===== src/rtl/serial_arith_unit.sv =====
// Digit-serial adder/subtractor: D = A + Y(SEL,B) + CIN, DIGIT bits per clock, LSB first.
// Define SERIAL_ARITH_OVERFLOW_EN to build the signed-overflow flag V; otherwise V is tied low.
//
// state | meaning
// IDLE  | ready for operands, in_ready=1
// RUN   | one digit per cycle, carry kept in carry_q
// HOLD  | result presented with out_valid=1 until out_ready
module serial_arith_unit #(
    parameter int WIDTH = 8,
    parameter int DIGIT = 1
) (
    input  logic             clk,
    input  logic             rst,
    input  logic             in_valid,
    output logic             in_ready,
    input  logic [1:0]       SEL,
    input  logic [WIDTH-1:0] A,
    input  logic [WIDTH-1:0] B,
    input  logic             CIN,
    output logic             out_valid,
    input  logic             out_ready,
    output logic [WIDTH-1:0] D,
    output logic             COUT,
    output logic             V
);

    localparam int STEPS = WIDTH / DIGIT;
    localparam int CW    = $clog2(STEPS + 1);

    localparam logic [1:0] S_IDLE = 2'd0;
    localparam logic [1:0] S_RUN  = 2'd1;
    localparam logic [1:0] S_HOLD = 2'd2;

    logic [1:0]             state_q, state_d;
    logic                   arm_q;
    logic [WIDTH-1:0]       a_q, a_d;
    logic [WIDTH-1:0]       b_q, b_d;
    logic [WIDTH-1:0]       d_q, d_d;
    logic [1:0]             sel_q, sel_d;
    logic                   carry_q, carry_d;
    logic                   cout_q, cout_d;
    logic [CW-1:0]          cnt_q, cnt_d;
    logic [DIGIT-1:0]       y_dig;
    logic [DIGIT:0]         sum;
    logic [WIDTH+DIGIT-1:0] d_cat;
    logic                   accept;
    logic                   last;

    // Y is formed per digit from the captured B, so SEL only needs two bits of storage.
    always_comb begin
        y_dig = '0;
        case (sel_q)
            2'b00:   y_dig = b_q[DIGIT-1:0];
            2'b01:   y_dig = ~b_q[DIGIT-1:0];
            2'b10:   y_dig = '0;
            default: y_dig = '1;
        endcase
    end

    assign sum    = {1'b0, a_q[DIGIT-1:0]} + {1'b0, y_dig} + {{DIGIT{1'b0}}, carry_q};
    assign d_cat  = {sum[DIGIT-1:0], d_q};
    assign last   = (cnt_q == '0);
    // arm_q blocks a capture on the first edge after reset is released.
    assign accept = (state_q == S_IDLE) && in_valid && arm_q;

`ifdef SERIAL_ARITH_OVERFLOW_EN
    logic v_q, v_d;
`endif

    always_comb begin
        state_d = state_q;
        a_d     = a_q;
        b_d     = b_q;
        d_d     = d_q;
        sel_d   = sel_q;
        carry_d = carry_q;
        cout_d  = cout_q;
        cnt_d   = cnt_q;
`ifdef SERIAL_ARITH_OVERFLOW_EN
        v_d     = v_q;
`endif
        case (state_q)
            S_IDLE: begin
                if (accept) begin
                    a_d     = A;
                    b_d     = B;
                    sel_d   = SEL;
                    carry_d = CIN;
                    cnt_d   = CW'(STEPS - 1);
                    state_d = S_RUN;
                end
            end
            S_RUN: begin
                a_d     = a_q >> DIGIT;
                b_d     = b_q >> DIGIT;
                d_d     = d_cat[WIDTH+DIGIT-1:DIGIT];
                carry_d = sum[DIGIT];
                if (last) begin
                    cout_d  = sum[DIGIT];
`ifdef SERIAL_ARITH_OVERFLOW_EN
                    // carry into the MSB is recovered as a ^ y ^ sum at that bit
                    v_d     = sum[DIGIT] ^ sum[DIGIT-1] ^ a_q[DIGIT-1] ^ y_dig[DIGIT-1];
`endif
                    state_d = S_HOLD;
                end else begin
                    cnt_d = cnt_q - CW'(1);
                end
            end
            S_HOLD: begin
                if (out_ready) begin
                    state_d = S_IDLE;
                end
            end
            default: state_d = S_IDLE;
        endcase
    end

    always_ff @(posedge clk or posedge rst) begin
        if (rst) begin
            state_q <= S_IDLE;
            arm_q   <= 1'b0;
            a_q     <= '0;
            b_q     <= '0;
            d_q     <= '0;
            sel_q   <= 2'b00;
            carry_q <= 1'b0;
            cout_q  <= 1'b0;
            cnt_q   <= '0;
        end else begin
            state_q <= state_d;
            arm_q   <= 1'b1;
            a_q     <= a_d;
            b_q     <= b_d;
            d_q     <= d_d;
            sel_q   <= sel_d;
            carry_q <= carry_d;
            cout_q  <= cout_d;
            cnt_q   <= cnt_d;
        end
    end

`ifdef SERIAL_ARITH_OVERFLOW_EN
    always_ff @(posedge clk or posedge rst) begin
        if (rst) begin
            v_q <= 1'b0;
        end else begin
            v_q <= v_d;
        end
    end

    assign V = v_q;
`else
    assign V = 1'b0;
`endif

    assign in_ready  = (state_q == S_IDLE);
    assign out_valid = (state_q == S_HOLD);
    assign D         = d_q;
    assign COUT      = cout_q;

endmodule


===== config.mk =====
export PLATFORM = sky130hd
export DESIGN_NAME = serial_arith_unit
export DESIGN_NICKNAME = d
export VERILOG_FILES = /design/src/rtl/serial_arith_unit.sv
export SDC_FILE = /design/constraint.sdc
export NUM_CORES = 1
export LEC_CHECK = 0
export BUFFER_PORTS_ARGS = -buffer_cell sky130_fd_sc_hd__buf_2
export CAP_MARGIN = 20
export CORE_ASPECT_RATIO = 1.4
export CORE_MARGIN = 1
export CORE_UTILIZATION = 50
export CTS_BUF_LIST = sky130_fd_sc_hd__clkbuf_16
export CTS_CLUSTER_DIAMETER = 40
export DETAILED_ROUTE_END_ITERATION = 8
export PLACE_DENSITY_LB_ADDON = 0.3
export REMOVE_ABC_BUFFERS = 1
export SETUP_SLACK_MARGIN = 0.05
export SLEW_MARGIN = 15
export SYNTH_ARGS = -nofsm -noshare
export SYNTH_HDL_FRONTEND = slang
export SYNTH_SLANG_ARGS = --single-unit

===== constraint.sdc =====
create_clock -name clk -period 2 [get_ports clk]
set_input_delay 0.1 -clock clk [delete_from_list [all_inputs] [get_ports clk]]
set_output_delay 0.1 -clock clk [all_outputs]
set_load 0.02 [all_outputs]

# Yosys cells after proc, flatten, opt, wreduce, memory -nomap -nowiden
# Index checks and enable logic that the tools add are counted.
word_totals:
  reg_bits: 35
  input_bits: 23
op_classes:
  muxes: 14
  reduce_logical: 11
  bitwise_logic: 1
  add_sub_neg: 3
  n_eq_ne: 8
ops:
  columns: ["cell", "n"]
  rows:
  - ["$pmux 8 s2", 2]
  - ["$mux 8", 2]
  - ["$mux 4", 2]
  - ["$pmux 4 s2", 1]
  - ["$mux 2", 3]
  - ["$pmux 2 s3", 1]
  - ["$reduce_and 2->1", 3]
  - ["$reduce_and 3->1", 2]
  - ["$eq 2x1->1 const B", 2]
  - ["$eq 2x2->1 const B", 2]
  - ["$logic_not 2->1", 2]
  - ["$logic_not 4->1", 1]
  - ["$ne 2x1->1 const B", 2]
  - ["$ne 2x2->1 const B", 2]
  - ["$sub 4x1->4 const B", 1]
  - ["$pmux 1 s3", 1]
  - ["$add 1x1->2", 1]
  - ["$add 2x1->2", 1]
  - ["$logic_and 1x1->1", 2]
  - ["$pmux 1 s2", 1]
  - ["$reduce_bool 2->1", 1]
  - ["$mux 1", 1]
  - ["$not 1->1", 1]

# Depth between registers and ports, before layout
# Gate-level depths: netlist of run 1.
depth:
  word_depth: 5
  ltp_mapped: 5
  depth_no_buf: 5

# Least setup slack after synthesis of run 1
# No wires, ideal clock.
synth_path:
  path_kind: "reg-to-reg"
  from: "register cnt_q[0]"
  to: "register cnt_q[0]"
  setup_time_ns: 0.127
  required_ns: 1.873
  t_arrival_ns: 1.307
  synth_period_minus_slack_ns: 1.434
  n_path_buf: 0
  stages_incl_launch_ff: 6
  path_slack_ns: 0.566
  path_cell_list: "dfrtp_1 -> inv_1 -> ha_1 -> or3b_1 -> a21oi_1 -> a21oi_1"
synth_via:
  elab_chain_cells: 3
synth_rtl:
  columns: ["item", "line", "rtl"]
  rows:
  - ["from (decl)", "42", "logic [CW-1:0] cnt_q, cnt_d;"]
  - ["from (signal assigned)", "138", "cnt_q <= cnt_d;"]
  - ["$sub 4x1->4 or $logic_not 4->1 (tied branches)", "106, 62", null]
  - ["$mux 4 or $ne 2x2->1 (tied branches)", null, null]
  - ["$pmux 4 s2 or $reduce_and 3->1 (tied branches)", null, null]
# Several ways; a longest one is shown, not always the timed one. The select of a mux whose other input is x is not followed.
# A chain may end at the register's enable or synchronous reset.

# Worst setup path after layout of run 1
# Same ends and word-level chain as after synthesis.

==> results of run 1 <==
-- final cells by class --
| cell class | instances | area, sq um |
|---|---|---|
| fillers | 260 | 1130 |
| flip-flops and latches | 35 | 876 |
| multi-input cells | 105 | 682 |
| repair buffers | 38 | 218 |
| clock buffers | 5 | 125 |
| well taps | 39 | 48.8 |
| inverters | 8 | 30.0 |
| clock inverters | 3 | 15.0 |
-- Yosys cell counts, types with 2 or more instances --
library cell,instances
a21oi_1,5
buf_12,2
buf_2,4
buf_4,2
clkbuf_1,3
conb_1,2
dfrtp_1,35
inv_1,8
mux2_2,2
mux2i_1,14
nand2_1,42
nor2_1,2
nor2b_1,2
nor3_1,2
o21ai_0,7
o21ai_1,5
o21ai_2,6
-- flip-flops by register name, summed over array words and instances (netlist names) --
name / cells
D: 8
COUT: 1
a_q: 8
sel_q: 2
cnt_q: 4
arm_q: 1
state_q: 2
carry_q: 1
b_q: 8
-- kinds of logic (layout without fill, tap and decap cells) --
| kind of cell | after synthesis | after routing | share of synthesized area, % |
|---|---|---|---|
| AND/OR/NAND/NOR | 54 | 54 | 14.4 |
| flip-flops | 35 | 35 | 53.0 |
| AO/OA/AOI/OAI | 30 | 30 | 12.7 |
| buffers and inverters | 19 | 54 | 7.05 |
| multiplexers | 16 | 16 | 9.85 |
| adder cells (fa/ha/maj) | 2 | 2 | 1.97 |
| other | 2 | 2 | 0.455 |
| XOR/XNOR | 1 | 1 | 0.530 |
-- per-stage QoR --
stage                     hold WS, ns  worst slack (ns)  std cells  setup TNS (ns)
after global placement          0.128             0.504        224               0
final                          0.0304             0.368        233               0
after detailed placement        0.145             0.416        224               0
after CTS                      0.0267             0.394        233               0
after floorplan                 0.217             -2.15        148          -51.77
after global routing           0.0563             0.308        233               0
-- critical path: stages, from the launching register on --
cell	delay (ns)
dfrtp_1	0.37
inv_1	0.10
ha_1	0.22
or3b_1	0.42
a21oi_1	0.29
a21oi_1	0.11
-- cell usage in the layout (no fill, tap or decap), drive strengths merged, types with 2 or more instances in the layout --
cell type,instances
a21oi,6
buf,37
clkbuf,5
clkinv,3
conb,2
dfrtp,35
inv,8
mux2,2
mux2i,14
nand2,42
nor2,2
nor2b,2
nor3,2
o21ai,18
-- power breakdown --
group / leakage [uW] / internal (uW) / switching, uW
Sequential: 0.000448 / 1000 / 201
Combinational: 0.000441 / 500 / 753
Clock: 0.0000733 / 454 / 290
-- metal layers --
metal	wire (microns)	global-route usage, %	vias to the layer above
li1	-	-	588
met1	1230	23.1	575
met2	1560	34.7	37
met3	146	6.10	7
met4	61	8.33	0
met5	0	0	-
-- what timing repair did --
| action | CTS | global route |
|---|---|---|
| endpoints found under the setup margin | 0 | 0 |
| resized for setup | 0 | 0 |
| hold endpoints to repair | 12 | 0 |
| hold buffers | 1 | 0 |
| setup buffers | 0 | 0 |
-- worst min-delay path by stage --
stage / from / to / slack, ns / depth (start not counted)
6_report: B[7] / b_q[7]$_DFFE_PP0P_ / 0.03 / 3
5_1_grt: SEL[0] / sel_q[0]$_DFFE_PP0P_ / 0.06 / 2
4_1_cts: B[7] / b_q[7]$_DFFE_PP0P_ / 0.03 / 3
3_5_place_dp: rst / a_q[2]$_DFFE_PP0P_ / 0.15 / 2
3_3_place_gp: rst / a_q[2]$_DFFE_PP0P_ / 0.13 / 2
2_1_floorplan: A[7] / a_q[7]$_DFFE_PP0P_ / 0.22 / 2
==> results.md, run 1 <==
* Status: finished, final reports clean
* CP required at ~2.2 ns
* Fin. max-slew vios at 0
* Largest area contributor in the netlist: dfrtp_1
* Post-route cell area at 1990 sq um
* Unrepaired setup endpoints after global routing: false
* Crit Path Max Fanout at 4
* Worst-margin pin slew at ~0.55 ns
* Post-Syn Area at roughly 1700 sq um
* Share of layout cells above drive strength 1 at a little under a third
* Hold Path Class: in -> reg
* Die area at ~3500 sq um
* Vias per inst at between 5 and 6
* Final period util at between 80% and 90%
* CTS Buf Count at 5
* DP Wirelength at 2110 microns
* R2r setup slk at between 0.3 and 0.4 ns
* Setup crit end: cnt_q[0]$_DFFE_PP0P_
* Top-area cell type share of the netlist area at ~53%
* Ports at 35
* Core footprint at about 3100 sq um
* Crit Path Category: reg -> reg
* RR Startpoint: cnt_q[0]$_DFFE_PP0P_
* Final antenna-violating net count at 0
* Area Growth Syn to Fin at 20.8%
* Number of setup violations in the final report at 0
* Number of diodes at 0
* Yosys reg bits at 35
* First-pass iteration count of the detailed router at 4
* Global route overflow at 0
* Vias in the first global route at between 1,000 and 1,500
* Area after DPL at ~1800 sq um
* Core Util, Final at 63.9%
* Total power at ~3200 uW
* GRT Overall Usage at between 20% and 30%
* Routed len/inst at ~13 microns
* FP Rows at 24
* F_max at between 600 and 700 MHz
* Die height at 70 microns
* Largest net degree at the start of global routing at 27
* Syn Inst Count at approximately 160
* Initial Utilization at 52.9%
* Worst R2R End: cnt_q[0]$_DFFE_PP0P_
* Critical path capture point type: flop
* Die width at between 50 and 60 microns
* Crit path DAT at around 1.8 ns
* Initial DRC count at 28
* Leakage at just under 0.001 uW
* Final Hold Viols at 0
* Min Clock Period, post-route at roughly 1.6 ns
* Synth Flop Type: dfrtp_1
* PortBufs at 33
* Final WL at about 3000 microns
* Initial antenna violation count at 0
* CTS Buffer Depth at 2
* Number of remaining DRC errors at 0
* Routability cong. at about 0.82
* Post-synthesis average cell area at 10.4 sq um
* PwrDens at 1600 nW/um^2
* Post-synth cell types at 33
* Max Clock Skew at between 0.003 and 0.004 ns
* Max-cap violations at 0
* Yosys Warn Count at 0
* Top cells by area, synth: dfrtp_1, nand2_1, mux2i_1
* Clk sinks at 35
* Peak supply drop at between 1 and 1.5 mV
* Critical Path Start: cnt_q[0]$_DFFE_PP0P_
* First-pass GRT wire length at 5320 microns
* Post-synth EDFFs at 0
* Clk slew on worst S/H paths at 0.05 ns
* CTS Root Cell: clkbuf_16
* R2R depth at 5
* Fin nets at roughly 220
* CTS tree: done
* H-tree Lvls at 2
* Post-synthesis sequential area ratio at around 53%
* DR vias at around 1,200
* Clk_lat worst skew at between 0.2 and 0.3 ns
* Ys async rst share at between 90% and 100%
* Slew margin rel. at 63.2%
* CP Launch Type: flop
Power figures use the tool's default switching activity.
==> run 2: changes to the inputs <==
Clock period 2 ns to 1.7 ns, I/O delays scaled along.
==> results.md, run 2 (synthesis gave the netlist of run 1 again) <==
* Highest routed layer: met4 (unchanged)
* CTS Buffer Depth at 2 (unchanged)
* First-pass iteration count of the detailed router at 4 (unchanged)
* Reg area at 876 sq um (unchanged)
* Initial antenna violation count at 0 (unchanged)
* Clk sinks at 35 (unchanged)
* Routed len/inst at 13.2 microns (was 12.9 microns)
* Peak supply drop at 1.06 mV (about the same)
* CP required at 1.86 ns (was 2.16 ns)
* Met3 WL post-DR at 107 microns (was 146 microns)
* Met2 wire len at 1640 microns (was 1560 microns)
* Clk_lat worst skew at 0.28 ns (about the same)
* Wl on met1 at 1270 microns (was 1230 microns)
* Comb pwr share at 38.5% (was 39.2%)
* Vias in the first global route at 1,241 (was 1,221)
* Crit path DAT at 1.70 ns (was 1.79 ns)
* Core Util, Final at 65.5% (was 63.9%)
* Post-route cell area at 2050 sq um (was 1990 sq um)
* Critical path capture point type: flop (unchanged)
* Final Hold Viols at 0 (unchanged)
* CTS Root Cell: clkbuf_16 (unchanged)
* Commonest non-fill, non-tap cell in the layout: nand2_1 (unchanged)
* Final WL at 3090 microns (was 3000 microns)
* Vias per inst at 5.18 (about the same)
* Fin. max-slew vios at 0 (unchanged)
* Clock power share at 25.9% (was 23.2%)
* NetSw at 1490 uW (was 1240 uW)
* Unrepaired setup endpoints after global routing: false (unchanged)
* Initial Utilization at 52.9% (unchanged)
* Final period util at 90.7% (was 81.6%)
* Area taken by multi-input logic gates at 686 sq um (was 682 sq um)
* Area after DPL at 1860 sq um (was 1840 sq um)
* Global route overflow at 0 (unchanged)
* Critical Path Start: state_q[1]$_DFFE_PP0P_ (was cnt_q[0]$_DFFE_PP0P_)
* Initial DRC count at 39 (was 28)
* Hold Path Class: in -> reg (unchanged)
* GRT Overall Usage at 21.4% (was 20.3%)
* PwrDens at 1950 nW/um^2 (was 1600 nW/um^2)
* CP Depth at 3 (was 5)
* Number of remaining DRC errors at 0 (unchanged)
* R2R depth at 3 (was 5)
* Worst path top cell family by delay: flip-flops (was simple AND/OR/NAND/NOR gates)
* CP max-delay cell: dfrtp_1 (was or3b_1)
* Core footprint at 3120 sq um (unchanged)
* Status: finished, final reports clean (unchanged)
* PortBufs at 33 (unchanged)
* Min Clock Period, post-route at 1.54 ns (was 1.63 ns)
* Worst R2R End: sel_q[1]$_DFFE_PP0P_ (was cnt_q[0]$_DFFE_PP0P_)
* Crit Path Category: reg -> reg (unchanged)
* CTS Buf Count at 5 (unchanged)
* CP Launch Type: flop (unchanged)
* Number of diodes at 0 (unchanged)
* Setup crit end: sel_q[1]$_DFFE_PP0P_ (was cnt_q[0]$_DFFE_PP0P_)
* FP Rows at 24 (unchanged)
* RR Startpoint: state_q[1]$_DFFE_PP0P_ (was cnt_q[0]$_DFFE_PP0P_)
* Number of setup violations in the final report at 0 (unchanged)
* Max Clock Skew at 0.00381 ns (was 0.00308 ns)
* Leakage at 0.000983 uW (was 0.000962 uW)
* Final std cells w/o fill at 234 (was 233)
* Fin nets at 219 (was 218)
* DR vias at 1,213 (was 1,207)
* Die height at 70 microns (unchanged)
* DP Wirelength at 2170 microns (was 2110 microns)
* H-tree Lvls at 2 (unchanged)
* Commonest cells after routing, fill and taps aside: nand2_1, dfrtp_1, buf_2 (unchanged)
* Max-cap violations at 0 (unchanged)
* Crit Path Max Fanout at 26 (was 4)
* Die area at 3540 sq um (unchanged)
* Critical Path Max Stage Delay at 0.46 ns (was 0.42 ns)
* Flop pwr share at 35.6% (was 37.6%)
* First-pass GRT wire length at 5590 microns (was 5320 microns)
* F_max at 648 MHz (was 613 MHz)
* Share of layout cells above drive strength 1 at 31.3% (was 30.4%)
* WP buf/inv at 1 (unchanged)
* Sw Ratio at 37.3% (was 38.9%)
* Setup bufs post-CTS at 0 (unchanged)
* Crit-path cells: nor4bb_4 -> buf_12 -> mux2_2 (was inv_1 -> ha_1 -> or3b_1 -> a21oi_1 -> a21oi_1)
* Ports at 35 (unchanged)
* Final antenna-violating net count at 0 (unchanged)
* Die width at 50.6 microns (unchanged)
* Largest net degree at the start of global routing at 36 (was 27)
* R2r setup slk at 0.16 ns (was 0.37 ns)
* Internal power at 2510 uW (was 1960 uW)
* Placed Cells at 225 (was 224)
* CTS tree: done (unchanged)
* Fillcell total at 246 (was 260)
* Clk slew on worst S/H paths at 0.05 ns (about the same)
* Area Growth Syn to Fin at 23.9% (was 20.8%)
* Routability cong. at 0.827 (was 0.823)
## run 2: routing by layer
layer / up-vias / global-route usage, %
met4: 0 / 9.57
met5: - / 0
li1: 594 / -
met1: 588 / 24.9
met3: 6 / 6.10
met2: 25 / 35.9
## run 2: tightest hold or removal path, cell delays in order
cell,delay [ns]
buf_2,0.07
nand2_1,0.03
o21ai_0,0.06
## run 2: power by group through the flow
| stage | registers (uW) | clock network (uW) | logic (uW) |
|---|---|---|---|
| global route | 1470 | 1100 | 1740 |
| detailed placement | 1430 | 0 | 1550 |
| floorplan | 1480 | 0 | 962 |
| global placement | 1400 | 0 | 1490 |
| CTS | 1420 | 1060 | 1560 |
| finish | 1420 | 1040 | 1540 |
## run 2: area by class of cell
type / instances / area share [%]
flip-flops and latches: 35 / 42.8
multi-input cells: 105 / 33.5
repair buffers: 39 / 11.6
clock buffers: 5 / 6.11
well taps: 39 / 2.38
clock inverters: 3 / 2.14
inverters: 8 / 1.47
## run 2: stage by stage
stage / total power, uW / hold WS [ns] / worst slack (ns) / TNS, ns
floorplan: 2440 / 0.202 / -2.45 / -61.67
global placement: 2900 / 0.192 / 0.204 / 0
detailed placement: 2980 / 0.216 / 0.155 / 0
CTS: 4040 / 0.00966 / 0.135 / 0
global route: 4310 / 0.0126 / 0.0764 / 0
finish: 4000 / 0.00975 / 0.157 / 0
## run 2: how the worst min path moves through the flow
stage	slack, ns	cells after the start	end	start
6_report	0.01	3	a_q[7]$_DFFE_PP0P_	A[7]
3_5_place_dp	0.22	3	a_q[2]$_DFFE_PP0P_	rst
5_1_grt	0.01	3	a_q[7]$_DFFE_PP0P_	A[7]
3_3_place_gp	0.19	3	a_q[2]$_DFFE_PP0P_	rst
4_1_cts	0.01	3	a_q[7]$_DFFE_PP0P_	A[7]
2_1_floorplan	0.20	2	a_q[7]$_DFFE_PP0P_	A[7]
## run 2: what timing repair did
item                                   CTS  global route
hold buffers                             1             0
setup endpoints to repair                0             1
resized for setup                        0             1
endpoints found under the hold margin   35             0
==> run 3: changes to the inputs <==
Settings changed: CELL_PAD_IN_SITES_DETAIL_PLACEMENT from default to 1, CELL_PAD_IN_SITES_GLOBAL_PLACEMENT from default to 2, CORE_UTILIZATION 50 to 33.
==> results.md, run 3 (synthesis gave the netlist of run 1 again) <==
* Critical Path Max Stage Delay at 0.42 ns (was 0.46 ns)
* Fin nets at 218 (was 219)
* Clk_lat worst skew at 0.28 ns (about the same)
* Number of setup violations in the final report at 0 (unchanged)
* Fin. max-slew vios at 0 (unchanged)
* Ports at 35 (unchanged)
* Area Growth Syn to Fin at 23.7% (was 23.9%)
* Clk sinks at 35 (unchanged)
* F_max at 647 MHz (was 648 MHz)
* CTS Buf Count at 5 (unchanged)
* CTS tree: done (unchanged)
* Met1 usage at 19.5% (was 24.9%)
* Vias in the first global route at 1,285 (was 1,241)
* Crit-path cells: inv_1 -> ha_1 -> or3b_4 -> a21oi_2 -> a21oi_1 (was nor4bb_4 -> buf_12 -> mux2_2)
* Leakage at 0.000965 uW (was 0.000983 uW)
* Met3 Use GR at 4.68% (was 6.10%)
* CP max-delay cell: or3b_4 (was dfrtp_1)
* Commonest cells after routing, fill and taps aside: nand2_1, dfrtp_1, buf_2 (unchanged)
* Fin Setup TNS at 0 ns (unchanged)
* Routability cong. at 0.688 (was 0.827)
* Final antenna-violating net count at 0 (unchanged)
* CP required at 1.85 ns (was 1.86 ns)
* Routed len/inst at 13.4 microns (was 13.2 microns)
* Placed Cells at 249 (was 225)
* First-pass GRT wire length at 6110 microns (was 5590 microns)
* Vias per inst at 4.75 (was 5.18)
* Worst path top cell family by delay: simple AND/OR/NAND/NOR gates (was flip-flops)
* Die area at 5300 sq um (was 3540 sq um)
* Share of layout cells above drive strength 1 at 31.1% (was 31.3%)
* Die height at 85.7 microns (was 70 microns)
* PortBufs at 33 (unchanged)
* Status: finished, final reports clean (unchanged)
* Max-cap violations at 0 (unchanged)
* H-tree Lvls at 2 (unchanged)
* DP Wirelength at 2460 microns (was 2170 microns)
* First-pass iteration count of the detailed router at 5 (was 4)
* Global route overflow at 0 (unchanged)
* GRT Overall Usage at 15.9% (was 21.4%)
* Commonest non-fill, non-tap cell in the layout: nand2_1 (unchanged)
* Crit Path Category: reg -> reg (unchanged)
* Number of remaining DRC errors at 0 (unchanged)
* Crit Path Max Fanout at 4 (was 26)
* Final WL at 3450 microns (was 3090 microns)
* Initial antenna violation count at 0 (unchanged)
* Met2 usage at 24.6% (was 35.9%)
* CTS Root Cell: clkbuf_16 (unchanged)
* DR vias at 1,221 (was 1,213)
* Unrepaired setup endpoints after global routing: false (unchanged)
* Final std cells w/o fill at 257 (was 234)
* Initial DRC count at 23 (was 39)
* Min Clock Period, post-route at 1.55 ns (was 1.54 ns)
* Hold Path Class: in -> reg (unchanged)
* Largest net degree at the start of global routing at 36 (unchanged)
* Setup bufs post-CTS at 0 (unchanged)
* CTS Buffer Depth at 2 (unchanged)
* Final Hold Viols at 0 (unchanged)
* Critical path capture point type: flop (unchanged)
* WP buf/inv at 1 (unchanged)
* Peak supply drop at 0.668 mV (was 1.06 mV)
* Initial Utilization at 34.1% (was 52.9%)
* Die width at 61.8 microns (was 50.6 microns)
* CP Launch Type: flop (unchanged)
* Final period util at 90.9% (was 90.7%)
* Crit path DAT at 1.70 ns (about the same)
* Core footprint at 4840 sq um (was 3120 sq um)
* Number of diodes at 0 (unchanged)
* Clk slew on worst S/H paths at 0.05 ns (about the same)
* FP Rows at 30 (was 24)
* PwrDens at 1880 nW/um^2 (was 1950 nW/um^2)
* Max Clock Skew at 0.00465 ns (was 0.00381 ns)
* Global routing's busiest layer: met2 (unchanged)
run 3: changes by cell type in the layout (fill, tap and decap cells not counted):
cell,previous run,this run
buf_4,3,2
bufinv_16,1,0
clkinv_1,0,1
clkinv_4,1,0
nor3b_1,1,0
nor3b_2,0,1
or3b_1,1,0
or3b_4,0,1
run 3: path summary, 6_finish.rpt:
path                                         to  slack (ns)                  from  cells after the start
max in group asynchronous    a_q[4]$_DFFE_PP0P_        0.93                   rst                      4
hold / removal               b_q[7]$_DFFE_PP0P_        0.03                  B[7]                      3
setup / recovery           cnt_q[0]$_DFFE_PP0P_        0.15  cnt_q[0]$_DFFE_PP0P_                      5
setup reg to reg           cnt_q[0]$_DFFE_PP0P_        0.15  cnt_q[0]$_DFFE_PP0P_                      5
min in group asynchronous      D[1]$_DFFE_PP0P_        0.46                   rst                      4
hold reg to reg              a_q[2]$_DFFE_PP0P_        0.48    a_q[3]$_DFFE_PP0P_                      2
run 3: tightest hold or removal path, cell delays in order:
cell     delay (ns)
buf_2          0.07
nand2_1        0.04
o21ai_0        0.06
run 3: final cells by class:
| class | count | area (sq um) |
|---|---|---|
| inverters | 8 | 30.0 |
| clock buffers | 5 | 125 |
| clock inverters | 2 | 8.76 |
| fillers | 549 | 2800 |
| flip-flops and latches | 35 | 876 |
| repair buffers | 38 | 230 |
| multi-input cells | 105 | 693 |
| well taps | 64 | 80.1 |
run 3: report_power, final:
part	leakage, uW	switching, uW	internal (uW)
Clock	0.0000671	328	526
Sequential	0.000448	249	1180
Combinational	0.000450	918	638
run 3: repair_timing:
item | in CTS | in global routing
resized for setup | 1 | 2
endpoints found under the setup margin | 1 | 2
hold endpoints to repair | 35 | 0
hold buffers | 1 | 0
run 3: per-layer routing:
metal	vias up	share of wire, %
met4	0	2.7
met5	-	0
met2	27	52
li1	594	-
met1	592	41
met3	8	3.6
run 3: through the flow:
step	area, sq um	util [%]	hold WS (ns)	power [uW]	setup slack (ns)
floorplan	1570	-	0.202	2440	-2.45
global placement	1890	39.0	0.206	2910	0.175
detailed placement	1890	39.0	0.225	3020	0.0608
CTS	2040	42.0	0.0199	3900	0.109
global route	2040	42.2	0.0210	4170	0.0727
finish	2040	42.2	0.0256	3840	0.154
